### src/rtl/boid_frame_scanner_if.sv
// Query and frame-buffer bundle between the frame scanner, the boid accelerator
// position-check port and the M10K write port; master = scanner side.
interface boid_frame_scanner_if #(
    parameter int FB_ADDR_W = 19
);
    logic                 start;
    logic [31:0]          x_q;
    logic [31:0]          y_q;
    logic                 is_boid_here;
    logic                 fb_we;
    logic [FB_ADDR_W-1:0] fb_waddr;
    logic [7:0]           fb_wdata;
    logic                 accel_en;
    logic                 busy;
    logic                 frame_done;

    modport master (
        input  start, is_boid_here,
        output x_q, y_q, fb_we, fb_waddr, fb_wdata, accel_en, busy, frame_done
    );

    modport slave (
        output start, is_boid_here,
        input  x_q, y_q, fb_we, fb_waddr, fb_wdata, accel_en, busy, frame_done
    );
endinterface

### src/rtl/boid_frame_scanner.sv
// Raster-scans a frame, queries the boid accelerator per pixel, writes colour to the frame buffer.
// Latency: write QUERY_LATENCY cycles after each query; frame_done H*V+QUERY_LATENCY+3 cycles after start.
// Backpressure: none; one query per cycle, start is ignored while busy.
module boid_frame_scanner #(
    parameter int         H_PIXELS      = 640,
    parameter int         V_PIXELS      = 480,
    parameter int         FB_ADDR_W     = 19,
    parameter int         QUERY_LATENCY = 1,
    parameter int         FRAC_BITS     = 16,
    parameter logic [7:0] BOID_COLOR    = 8'hFF,
    parameter logic [7:0] BG_COLOR      = 8'h00
) (
    input  logic                 clk,
    input  logic                 reset,
    boid_frame_scanner_if.master bus
);

    localparam int COL_W = (H_PIXELS > 1) ? $clog2(H_PIXELS) : 1;
    localparam int ROW_W = (V_PIXELS > 1) ? $clog2(V_PIXELS) : 1;
    localparam logic [COL_W-1:0] COL_LAST = COL_W'(H_PIXELS - 1);
    localparam logic [ROW_W-1:0] ROW_LAST = ROW_W'(V_PIXELS - 1);

    typedef enum logic [2:0] {
        S_IDLE,
        S_SCAN,
        S_DRAIN,
        S_UPDATE,
        S_DONE
    } state_t;

    state_t               state;
    state_t               state_nxt;
    logic [COL_W-1:0]     col;
    logic [ROW_W-1:0]     row;
    logic [FB_ADDR_W-1:0] issue_addr;
    logic                 issue_vld;
    logic                 last_query;
    logic                 dl_out_vld;
    logic [FB_ADDR_W-1:0] dl_out_addr;
    logic                 dl_any;

    assign issue_vld  = (state == S_SCAN);
    assign last_query = issue_vld && (col == COL_LAST) && (row == ROW_LAST);

    always_ff @(posedge clk or negedge reset) begin
        if (!reset) begin
            state <= S_IDLE;
        end else begin
            state <= state_nxt;
        end
    end

    always_comb begin
        state_nxt = state;
        case (state)
            S_IDLE:   if (bus.start) state_nxt = S_SCAN;
            S_SCAN:   if (last_query) state_nxt = S_DRAIN;
            S_DRAIN:  if (!dl_any) state_nxt = S_UPDATE;
            S_UPDATE: state_nxt = S_DONE;
            S_DONE:   state_nxt = S_IDLE;
            default:  state_nxt = S_IDLE;
        endcase
    end

    always_comb begin
        bus.busy       = (state != S_IDLE);
        bus.accel_en   = (state == S_UPDATE);
        bus.frame_done = (state == S_DONE);
        bus.fb_we      = dl_out_vld;
        bus.fb_waddr   = dl_out_addr;
        bus.fb_wdata   = BG_COLOR;
        if (dl_out_vld && bus.is_boid_here) bus.fb_wdata = BOID_COLOR;
    end

    // x_q/y_q always mirror the query being issued this cycle and hold after the last one.
    always_ff @(posedge clk or negedge reset) begin
        if (!reset) begin
            col        <= '0;
            row        <= '0;
            issue_addr <= '0;
            bus.x_q    <= '0;
            bus.y_q    <= '0;
        end else if (state == S_IDLE && bus.start) begin
            col        <= '0;
            row        <= '0;
            issue_addr <= '0;
            bus.x_q    <= '0;
            bus.y_q    <= '0;
        end else if (issue_vld) begin
            if (last_query) begin
                col <= '0;
                row <= '0;
            end else begin
                issue_addr <= issue_addr + FB_ADDR_W'(1);
                if (col == COL_LAST) begin
                    col     <= '0;
                    row     <= row + ROW_W'(1);
                    bus.x_q <= '0;
                    bus.y_q <= 32'(row + ROW_W'(1)) << FRAC_BITS;
                end else begin
                    col     <= col + COL_W'(1);
                    bus.x_q <= 32'(col + COL_W'(1)) << FRAC_BITS;
                end
            end
        end
    end

    // Delay line aligns each issued address with the accelerator's answer.
    if (QUERY_LATENCY == 0) begin : g_no_delay
        assign dl_out_vld  = issue_vld;
        assign dl_out_addr = issue_addr;
        assign dl_any      = 1'b0;
    end else begin : g_delay
        logic [QUERY_LATENCY-1:0] dl_vld;
        logic [FB_ADDR_W-1:0]     dl_addr [QUERY_LATENCY];

        always_ff @(posedge clk or negedge reset) begin
            if (!reset) begin
                dl_vld <= '0;
                for (int i = 0; i < QUERY_LATENCY; i++) dl_addr[i] <= '0;
            end else begin
                dl_vld[0]  <= issue_vld;
                dl_addr[0] <= issue_addr;
                for (int i = 1; i < QUERY_LATENCY; i++) begin
                    dl_vld[i]  <= dl_vld[i-1];
                    dl_addr[i] <= dl_addr[i-1];
                end
            end
        end

        assign dl_out_vld  = dl_vld[QUERY_LATENCY-1];
        assign dl_out_addr = dl_addr[QUERY_LATENCY-1];
        assign dl_any      = |dl_vld;
    end

endmodule

### src/flat_wrapper.sv
// flat-port wrapper written by rule: the top's interface ports become plain ports
module boid_frame_scanner_flat 
#(
    parameter int         H_PIXELS      = 640,
    parameter int         V_PIXELS      = 480,
    parameter int         FB_ADDR_W     = 19,
    parameter int         QUERY_LATENCY = 1,
    parameter int         FRAC_BITS     = 16,
    parameter logic [7:0] BOID_COLOR    = 8'hFF,
    parameter logic [7:0] BG_COLOR      = 8'h00
)
  (clk, reset, bus_start, bus_is_boid_here, bus_x_q, bus_y_q, bus_fb_we, bus_fb_waddr, bus_fb_wdata, bus_accel_en, bus_busy, bus_frame_done);
  boid_frame_scanner_if #(.FB_ADDR_W(FB_ADDR_W)) bus_i ();
  input  logic clk;
  input  logic reset;
  input wire logic [$bits(bus_i.start)-1:0] bus_start;
  input wire logic [$bits(bus_i.is_boid_here)-1:0] bus_is_boid_here;
  output wire logic [$bits(bus_i.x_q)-1:0] bus_x_q;
  output wire logic [$bits(bus_i.y_q)-1:0] bus_y_q;
  output wire logic [$bits(bus_i.fb_we)-1:0] bus_fb_we;
  output wire logic [$bits(bus_i.fb_waddr)-1:0] bus_fb_waddr;
  output wire logic [$bits(bus_i.fb_wdata)-1:0] bus_fb_wdata;
  output wire logic [$bits(bus_i.accel_en)-1:0] bus_accel_en;
  output wire logic [$bits(bus_i.busy)-1:0] bus_busy;
  output wire logic [$bits(bus_i.frame_done)-1:0] bus_frame_done;
  assign bus_i.start = bus_start;
  assign bus_i.is_boid_here = bus_is_boid_here;
  assign bus_x_q = bus_i.x_q;
  assign bus_y_q = bus_i.y_q;
  assign bus_fb_we = bus_i.fb_we;
  assign bus_fb_waddr = bus_i.fb_waddr;
  assign bus_fb_wdata = bus_i.fb_wdata;
  assign bus_accel_en = bus_i.accel_en;
  assign bus_busy = bus_i.busy;
  assign bus_frame_done = bus_i.frame_done;
  boid_frame_scanner #(.H_PIXELS(H_PIXELS), .V_PIXELS(V_PIXELS), .FB_ADDR_W(FB_ADDR_W), .QUERY_LATENCY(QUERY_LATENCY), .FRAC_BITS(FRAC_BITS), .BOID_COLOR(BOID_COLOR), .BG_COLOR(BG_COLOR)) u_core (.clk(clk), .reset(reset), .bus(bus_i));
endmodule
### config.mk
export PLATFORM = sky130hd
export DESIGN_NAME = boid_frame_scanner_flat
export DESIGN_NICKNAME = d
export VERILOG_FILES = /design/src/rtl/boid_frame_scanner_if.sv /design/src/rtl/boid_frame_scanner.sv /design/src/flat_wrapper.sv
export SDC_FILE = /design/constraint.sdc
export NUM_CORES = 1
export LEC_CHECK = 0
export BUFFER_PORTS_ARGS = -buffer_cell sky130_fd_sc_hd__buf_2
export CORE_MARGIN = 2
export CORE_UTILIZATION = 35
export DETAILED_ROUTE_END_ITERATION = 16
export PLACE_DENSITY_LB_ADDON = 0.3
export SYNTH_ARGS = -nofsm -noshare
export SYNTH_HDL_FRONTEND = slang
export SYNTH_SLANG_ARGS = --single-unit
### constraint.sdc
create_clock -name clk -period 6.6 [get_ports clk]
set_input_delay 0.33 -clock clk [delete_from_list [all_inputs] [get_ports clk]]
set_output_delay 0.33 -clock clk [all_outputs]
set_load 0.05 [all_outputs]
==> flow_metrics.env, run 1 <==
export IMPL_outcome="finished, final reports clean"
export IMPL_clk_insertion_delay_late_ns=0.34
export IMPL_final_setup_tns_ns=0
export IMPL_portBuffers=55
export IMPL_slew_viol_final=0
export IMPL_num_vias=2836
export IMPL_synth_edf_count=0
export IMPL_power_leakage_nw=2.27
export IMPL_met2WireLength_um=3560
export IMPL_switchingPower_uw=611
export IMPL_crit_type="reg2reg"
export IMPL_seqPwrFrac_pct=39.8
export IMPL_min_path_type="in2async"
export IMPL_grtUsageTotal_pct=13.4
export IMPL_final_layout_size_suffix_gt1_share_pct=18.9
export IMPL_hold_viol_final=0
export IMPL_startpoint="u_core.col[0]"
export IMPL_start_util_pct=36.2
export IMPL_synth_ff_type="dfrtp_1"
export IMPL_met1_length_um=3800
export IMPL_ys_ff_latch=82
export IMPL_postCtsSetupBuffers=0
export IMPL_clockRootBuffer="clkbuf_16"
export IMPL_highest_layer="met4"
export IMPL_core_sq_mm=0.0110
export IMPL_cts_sinks=82
export IMPL_place_ws_ns=3.47
export IMPL_drt_total_wl_um=8010
export IMPL_dpl_cell_area_sq_mm=0.00415
export IMPL_cts_buffers=9
export IMPL_worstPathArrival_ns=3.40
export IMPL_ys_seq_area_share_pct=51.6
export IMPL_die_h_um=111
export IMPL_cp_cell_sequence="ha_1 -> nand3_1 -> nor3_1 -> o21ai_1 -> or2_1 -> mux2_4"
export IMPL_cap_violations=0
export IMPL_netlist_instances=383
export IMPL_async_reset_ff_share_pct=100
export IMPL_design_die_area_sq_mm=0.0122
export IMPL_clk_pin_slew_worst_paths_ns=0.06
export IMPL_globalplace_congestion=0.830
export IMPL_relSlewSlack_pct=25.7
export IMPL_r2r_start="u_core.col[0]"
export IMPL_rsz0062_at_grt="false"
export IMPL_synth_area_per_cell_sq_um=10.4
export IMPL_met3_length_um=515
export IMPL_p_clk_share_pct=33.4
export IMPL_die_w_um=111
export IMPL_globalRouteOverflowTotal=0
export IMPL_ctsResizeCount=0
export IMPL_n_antenna_cell=0
export IMPL_worst_slack_ns=3.42
export IMPL_critPathCaptureType="flip-flop"
export IMPL_yosys_warnings=0
export IMPL_slowest_delay_ns=0.92
export IMPL_ys_types=51
export IMPL_setup_viol=0
export IMPL_worst_pin_slew_ns=1.11
export IMPL_drt_iter0_drc=222
export IMPL_cp_data_required_time_ns=6.82
export IMPL_hpwl_um=5510
export IMPL_p_int_mw=1.06
export IMPL_final_cell_area_sq_mm=0.00449
export IMPL_ys_top_cells_by_area="dfrtp_1, buf_4, a21o_1"
export IMPL_antenna_found_initial=0
export IMPL_crit_slowest_cell="nor3_1"
export IMPL_synth_most_common_cell="dfrtp_1"
export IMPL_synth_top_area_share_pct=51.6
export IMPL_rows=38
export IMPL_cp_start_kind="flip-flop"
export IMPL_fillCellCount=1060
export IMPL_vdd_drop_max_v=0.000253
export IMPL_final_antenna_net_count=0
export IMPL_fin_crit_sh_pct=48.2
export IMPL_finClkSkew_ns=0.00895
export IMPL_p_sw_share_pct=36.6
export IMPL_path_max_fanout=11
export IMPL_grt_pass1_wl_um=13400
export IMPL_synth_top_cell_by_area="dfrtp_1"
export IMPL_nNetsFinal=436
export IMPL_viasPerCell=4.94
export IMPL_area_delta_synth_final_pct=12.8
export IMPL_dr_pass1_iters=5
export IMPL_synth_area_sq_mm=0.00398
export IMPL_grt_max_degree=83
export IMPL_cts_tree="built"
export IMPL_ctsHoldBuffers=0
export IMPL_drc=0
export IMPL_pwr_share_comb_pct=26.7
export IMPL_powerDensity_mw_per_mm2=372
export IMPL_min_period_ns=3.18
export IMPL_grt_pass1_vias=2672
export IMPL_htree_num_levels=3
export IMPL_synth_common_cells="dfrtp_1, buf_4, nand2_1"
export IMPL_wl_per_cell_um=13.9
export IMPL_clk_path_buf_depth=2
export IMPL_io_pins=99
export IMPL_fmaxAchievable_mhz=314
-- area by class of cell --
| cell class | instances | area (sq um) | share of cell area, % |
|---|---|---|---|
| clock buffers | 12 | 267 | 5.94 |
| flip-flops and latches | 82 | 2050 | 45.7 |
| inverters | 7 | 26.3 | 0.585 |
| repair buffers | 56 | 285 | 6.36 |
| multi-input cells | 273 | 1610 | 35.9 |
| well taps | 140 | 175 | 3.90 |
| clock inverters | 4 | 72.6 | 1.62 |
-- worst paths after layout --
path | end | slack [ns] | depth (start not counted)
worst max-delay path | u_core.bus.y_q[24] | 3.42 | 6
worst min-delay path | u_core.bus.fb_waddr[0] | 0.12 | 1
worst max register to register | u_core.bus.y_q[24] | 3.42 | 6
worst min register to register | u_core.bus.fb_waddr[18] | 0.41 | 0
max in group asynchronous | u_core.bus.y_q[22] | 5.78 | 1
min in group clk | u_core.bus.fb_waddr[18] | 0.41 | 0
-- placed cells by master, fill, tap and decap left out, drive strengths merged, types with 4 or more instances in the layout --
| master | instances |
|---|---|
| nand4 | 9 |
| xnor2 | 11 |
| or2 | 4 |
| o21ai | 20 |
| a2111oi | 5 |
| inv | 7 |
| nand2b | 4 |
| nand3 | 16 |
| dfrtp | 82 |
| a21oi | 19 |
| clkbuf | 12 |
| buf | 56 |
| nor2 | 18 |
| or3 | 6 |
| a22o | 7 |
| and2 | 8 |
| and3 | 7 |
| o2bb2ai | 4 |
| nor3 | 6 |
| nand2 | 31 |
| a21o | 18 |
| conb | 43 |
-- stage by stage --
| step | power [mW] | hold slack, ns | utilization, % | cells |
|---|---|---|---|---|
| 6_report | 1.67 | 0.124 | 40.9 | 574 |
| 5_1_grt | 1.75 | 0.253 | 40.9 | 574 |
| 4_1_cts | 1.68 | 0.216 | 40.9 | 574 |
| 3_5_place_dp | 1.12 | 0.390 | 37.8 | 558 |
| 3_3_place_gp | 1.11 | 0.390 | 37.8 | 558 |
| 2_1_floorplan | 1.04 | 0.0344 | - | 425 |
-- cells by family (layout without fill, tap and decap cells) --
kind of cell               count (synthesis)  count (layout)  share of synthesized area, %
DFF                                       82              82                          51.6
muxes                                      4               4                          1.13
adders and majority gates                  3               3                         0.943
and+or+nand+nor                          124             124                          16.9
buffers and inverters                     70              79                          11.9
other                                      1              43                        0.0942
AOI/OAI and AO/OA                         85              85                          14.3
xor gates and xnor gates                  14              14                          3.08
-- power by group through the flow --
stage               clock [mW]  sequential (mW)  combinational (mW)
CTS                      0.568            0.665               0.452
detailed placement           0            0.673               0.450
finish                   0.558            0.665               0.447
floorplan                    0            0.813               0.227
global placement             0            0.667               0.444
global route             0.593            0.677               0.479
-- state kept, by name, summed over array words and instances (netlist names) --
name / flops
u_core.bus.fb_waddr: 19
u_core.issue_addr: 19
u_core.bus.x_q: 11
u_core.bus.y_q: 10
u_core.col: 10
u_core.row: 9
u_core.state: 3
u_core.bus.fb_we: 1
-- routing by layer --
| layer | GRT usage, % | up-vias |
|---|---|---|
| met5 | 0 | - |
| met4 | 4.67 | 0 |
| met3 | 4.72 | 8 |
| met2 | 19.7 | 95 |
| met1 | 18.5 | 1382 |
| li1 | - | 1351 |
-- worst max-delay path: cells and delay by family (launching register included) --
kind | cells | cell delay [ns]
compound gates | 1 | 0.47
fa+ha+maj | 1 | 0.23
flops | 1 | 0.41
mux | 1 | 0.35
simple gates | 3 | 1.60
Power figures use the tool's default switching activity.
==> run 2: changes to the inputs <==
==> constraint.sdc (replaced) <==
create_clock -name clk -period 3.35 [get_ports clk]
set_input_delay 0.1675 -clock clk [delete_from_list [all_inputs] [get_ports clk]]
set_output_delay 0.1675 -clock clk [all_outputs]
set_load 0.05 [all_outputs]
==> flow_metrics.env, run 2 (synthesized netlist as in run 1, its figures left out) <==
export IMPL_fillCellCount=1078
export IMPL_critPathCaptureType="flip-flop"
export IMPL_multi_input_area_sq_mm=0.00161
export IMPL_cap_violations=0
export IMPL_ctsResizeCount=0
export IMPL_power_leakage_nw=2.26
export IMPL_start_util_pct=36.2
export IMPL_clk_pin_slew_worst_paths_ns=0.06
export IMPL_place_ws_ns=0.681
export IMPL_min_period_ns=2.64
export IMPL_cp_cell_sequence="ha_1 -> nand3_1 -> nor3_1 -> buf_4 -> o21ai_1 -> or2_1 -> mux2_4"
export IMPL_n_antenna_cell=0
export IMPL_worstPathArrival_ns=2.86
export IMPL_outcome="complete, but fails checks"
export IMPL_layout_commonest_cell="dfrtp_1"
export IMPL_viasPerCell=4.87
export IMPL_htree_num_levels=3
export IMPL_drt_iter0_drc=170
export IMPL_fin_crit_sh_pct=78.9
export IMPL_worst_hold_slack_ns=-0.00673
export IMPL_crit_end="u_core.bus.y_q[24]"
export IMPL_die_h_um=111
export IMPL_rsz0062_at_grt="false"
export IMPL_design_die_area_sq_mm=0.0122
export IMPL_clk_path_buf_depth=2
export IMPL_r2r_slack_ns=0.71
export IMPL_grt_use_met3_pct=4.39
export IMPL_hold_viol_final=4
export IMPL_reg2reg_to="u_core.bus.y_q[24]"
export IMPL_cts_tree="built"
export IMPL_layout_cells_most_common_list="dfrtp_1, buf_2, conb_1"
export IMPL_final_antenna_net_count=0
export IMPL_drt_total_wl_um=7990
export IMPL_cp_start_kind="flip-flop"
export IMPL_nNetsFinal=437
export IMPL_cp_data_required_time_ns=3.57
export IMPL_grt_pass1_wl_um=13300
export IMPL_globalplace_congestion=0.823
export IMPL_r2r_start="u_core.col[0]"
export IMPL_io_pins=99
export IMPL_met1_usage_pct=18.1
export IMPL_worst_slack_ns=0.706
export IMPL_clockRootBuffer="clkbuf_16"
export IMPL_regArea_sq_mm=0.00205
export IMPL_postCtsSetupBuffers=0
export IMPL_final_layout_size_suffix_gt1_share_pct=18.6
export IMPL_fmaxAchievable_mhz=378
export IMPL_drc=0
export IMPL_grt_max_degree=83
export IMPL_startpoint="u_core.col[0]"
export IMPL_slowest_delay_ns=0.59
export IMPL_powerDensity_mw_per_mm2=725
export IMPL_slew_viol_final=0
export IMPL_rows=38
export IMPL_worst_pin_slew_ns=1.01
export IMPL_crit_type="reg2reg"
export IMPL_grt_pass1_vias=2635
export IMPL_wl_per_cell_um=13.9
export IMPL_top_usage_layer="met2"
export IMPL_crit_slowest_cell="o21ai_1"
export IMPL_violations="negative hold slack"
export IMPL_globalRouteOverflowTotal=0
export IMPL_min_path_type="in2async"
export IMPL_vdd_drop_max_v=0.000458
export IMPL_final_setup_tns_ns=0
export IMPL_grtUsageTotal_pct=13.3
export IMPL_portBuffers=55
export IMPL_grt_use_met2_pct=19.8
export IMPL_setup_viol=0
export IMPL_cts_sinks=82
export IMPL_ctsHoldBuffers=0
export IMPL_hpwl_um=5420
export IMPL_relSlewSlack_pct=33.0
export IMPL_worst_r2r_cell_count=7
export IMPL_path_max_fanout=11
export IMPL_clk_insertion_delay_late_ns=0.34
export IMPL_antenna_found_initial=0
export IMPL_dr_pass1_iters=4
export IMPL_area_delta_synth_final_pct=12.5
export IMPL_core_sq_mm=0.0110
export IMPL_finClkSkew_ns=0.00746
export IMPL_num_vias=2800
export IMPL_die_w_um=111
export IMPL_cts_buffers=9
==> run 2: cell count changes in the layout (fill, tap and decap cells not counted), sizes merged <==
cell      previous run  this run
buf                 56        57
clkinv               1         0
clkinvlp             1         2
==> run 2: layer usage <==
metal | up-vias | share of wire, % | wire [um]
met2 | 104 | 44 | 3500
li1 | 1345 | - | -
met4 | 0 | 1.4 | 114
met3 | 12 | 7.0 | 560
met1 | 1339 | 48 | 3820
met5 | - | 0 | 0
==> run 2: cell type report <==
cell class | count | share of cell area (%)
Sequential cell | 82 | 45.8
Multi-Input combinational cell | 273 | 36.0
Timing Repair Buffer | 57 | 6.54
Clock buffer | 12 | 5.50
Tap cell | 140 | 3.91
Clock inverter | 4 | 1.68
Inverter | 7 | 0.587
==> run 2: per-stage QoR <==
| stage | hold WS, ns | total power, mW | std cells | instance area [sq um] | utilization [%] |
|---|---|---|---|---|---|
| floorplan | -0.128 | 2.05 | 425 | 4140 | - |
| global placement | 0.391 | 2.19 | 559 | 4160 | 37.8 |
| detailed placement | 0.395 | 2.20 | 559 | 4160 | 37.8 |
| CTS | 0.0570 | 3.27 | 575 | 4480 | 40.8 |
| global route | 0.0991 | 3.39 | 575 | 4480 | 40.8 |
| finish | -0.00673 | 3.25 | 575 | 4480 | 40.8 |
==> run 2: worst min-delay path by stage <==
stage	start	endpoint	cells after the start
3_5_place_dp	u_core.issue_addr[18]	u_core.bus.fb_waddr[18]	0
2_1_floorplan	reset	u_core.bus.fb_waddr[0]	0
6_report	reset	u_core.bus.fb_waddr[0]	1
3_3_place_gp	u_core.issue_addr[18]	u_core.bus.fb_waddr[18]	0
4_1_cts	reset	u_core.bus.fb_waddr[0]	1
5_1_grt	reset	u_core.bus.fb_waddr[0]	1
==> run 2: worst max-delay path, delay by kind of cell, from the launching register on <==
kind | cells | cell delay (ns)
buf+inv | 1 | 0.18
flops | 1 | 0.44
mux | 1 | 0.34
fa+ha+maj | 1 | 0.26
simple gates | 3 | 0.72
compound gates | 1 | 0.59
==> run 2: where the power goes <==
group | internal (mW) | switching (mW)
Combinational | 0.208 | 0.666
Sequential | 1.17 | 0.145
Clock | 0.674 | 0.389
==> run 3: changes to the inputs <==
==> constraint.sdc (replaced) <==
create_clock -name clk -period 2.2 [get_ports clk]
set_input_delay 0.11 -clock clk [delete_from_list [all_inputs] [get_ports clk]]
set_output_delay 0.11 -clock clk [all_outputs]
set_load 0.05 [all_outputs]
==> flow_metrics.env, run 3 (synthesized netlist as in run 1, its figures left out) <==
export IMPL_final_setup_tns_ns=0
export IMPL_core_sq_mm=0.0110
export IMPL_slew_viol_final=0
export IMPL_fmaxAchievable_mhz=491
export IMPL_vdd_drop_max_v=0.000748
export IMPL_worst_pin_slew_ns=0.629
export IMPL_clockRootBuffer="clkbuf_16"
export IMPL_grt_pass1_vias=2719
export IMPL_power_leakage_nw=2.38
export IMPL_grt_pass1_wl_um=13700
export IMPL_portBuffers=55
export IMPL_relSlewSlack_pct=57.8
export IMPL_layout_commonest_cell="dfrtp_1"
export IMPL_drt_total_wl_um=8270
export IMPL_clk_insertion_delay_late_ns=0.34
export IMPL_num_vias=2920
export IMPL_final_antenna_net_count=0
export IMPL_die_w_um=111
export IMPL_dr_pass1_iters=4
export IMPL_clk_path_buf_depth=2
export IMPL_rsz0062_at_grt="false"
export IMPL_hold_viol_final=0
export IMPL_cap_violations=0
export IMPL_drt_iter0_drc=172
export IMPL_die_h_um=111
export IMPL_hpwl_um=5890
export IMPL_globalRouteOverflowTotal=0
export IMPL_htree_num_levels=3
export IMPL_cp_start_kind="flip-flop"
export IMPL_multi_input_area_sq_mm=0.00163
export IMPL_nNetsFinal=459
export IMPL_cts_buffers=9
export IMPL_setup_viol=0
export IMPL_drc=0
export IMPL_antenna_found_initial=0
export IMPL_place_ws_ns=0.0649
export IMPL_cp_data_required_time_ns=2.42
export IMPL_crit_type="reg2reg"
export IMPL_worst_slack_ns=0.162
export IMPL_grt_max_degree=53
export IMPL_critPathCaptureType="flip-flop"
export IMPL_grtUsageTotal_pct=13.9
export IMPL_final_layout_size_suffix_gt1_share_pct=23.3
export IMPL_wl_per_cell_um=13.9
export IMPL_postCtsSetupBuffers=0
export IMPL_regArea_sq_mm=0.00205
export IMPL_finClkSkew_ns=0.00531
export IMPL_layout_cells_most_common_list="dfrtp_1, buf_2, conb_1"
export IMPL_min_period_ns=2.04
export IMPL_io_pins=99
export IMPL_min_path_type="in2async"
export IMPL_worstPathArrival_ns=2.26
export IMPL_start_util_pct=36.2
export IMPL_n_antenna_cell=0
export IMPL_cts_tree="built"
export IMPL_crit_slowest_cell="a2111oi_0"
export IMPL_viasPerCell=4.91
export IMPL_area_delta_synth_final_pct=17.1
export IMPL_powerDensity_mw_per_mm2=1040
export IMPL_design_die_area_sq_mm=0.0122
export IMPL_cts_sinks=82
export IMPL_rows=38
export IMPL_outcome="finished, final reports clean"
export IMPL_fillCellCount=1086
export IMPL_fin_crit_sh_pct=92.6
export IMPL_path_max_fanout=10
export IMPL_cp_cell_sequence="ha_1 -> nand3_1 -> buf_4 -> nor3_2 -> buf_4 -> a2111oi_0 -> xnor2_1 -> nor2_1"
export IMPL_cpMostUsedCell="buf_4"
export IMPL_slowest_delay_ns=0.53
export IMPL_globalplace_congestion=0.869
export IMPL_clk_pin_slew_worst_paths_ns=0.06
[run 3: final cells by class]
class | count | area share, %
Clock inverter | 3 | 0.859
Tap cell | 140 | 3.76
Inverter | 7 | 0.564
Sequential cell | 82 | 44.0
Clock buffer | 11 | 5.42
Multi-Input combinational cell | 273 | 35.0
Timing Repair Buffer | 79 | 10.4
[run 3: timing repair]
| item | in CTS | in global routing |
|---|---|---|
| hold buffers | 1 | 0 |
| endpoints found under the hold margin | 30 | 0 |
| resized for setup | 0 | 4 |
| setup endpoints to repair | 0 | 18 |
[run 3: power by group]
part           total, mW  switching (mW)  internal (mW)
sequential          1.98           0.202           1.78
clock               1.48           0.559          0.923
combinational       1.41            1.04          0.361
[run 3: final timing paths]
check | startpoint | endpoint | slack (ns) | cells past startpoint
worst max-delay path | u_core.col[1] | u_core.issue_addr[17] | 0.16 | 8
worst min-delay path | reset | u_core.bus.fb_waddr[1] | 0.25 | 2
worst max register to register | u_core.col[1] | u_core.issue_addr[17] | 0.16 | 8
worst min register to register | u_core.issue_addr[18] | u_core.bus.fb_waddr[18] | 0.41 | 0
max in group asynchronous | reset | u_core.bus.y_q[24] | 1.35 | 3
min in group clk | bus_start | u_core.state[0] | 0.27 | 5
[run 3: through the flow]
stage               instance area, sq um  power [mW]  utilization, %  hold WS, ns  cells
finish                              4660        4.86            42.4        0.248    595
global route                        4660        5.10            42.4        0.302    595
CTS                                 4640        4.91            42.3        0.248    595
detailed placement                  4340        3.41            39.5       0.0780    580
global placement                    4340        3.38            39.5       0.0652    580
floorplan                           4140        3.12               -       -0.186    425
[run 3: worst max-delay path: cells and delay by family, from the launching register on]
kind            cells  cell delay (ns)
compound gates      1             0.53
flops               1             0.41
buf+inv             2             0.32
simple gates        3             0.25
fa+ha+maj           1             0.24
xor+xnor            1             0.18
[run 3: metal layers]
| metal | global-route usage, % | routed length (um) | vias up |
|---|---|---|---|
| li1 | - | - | 1401 |
| met1 | 18.8 | 3820 | 1385 |
| met2 | 20.1 | 3620 | 117 |
| met3 | 3.57 | 594 | 17 |
| met4 | 7.92 | 242 | 0 |
| met5 | 0 | 0 | - |
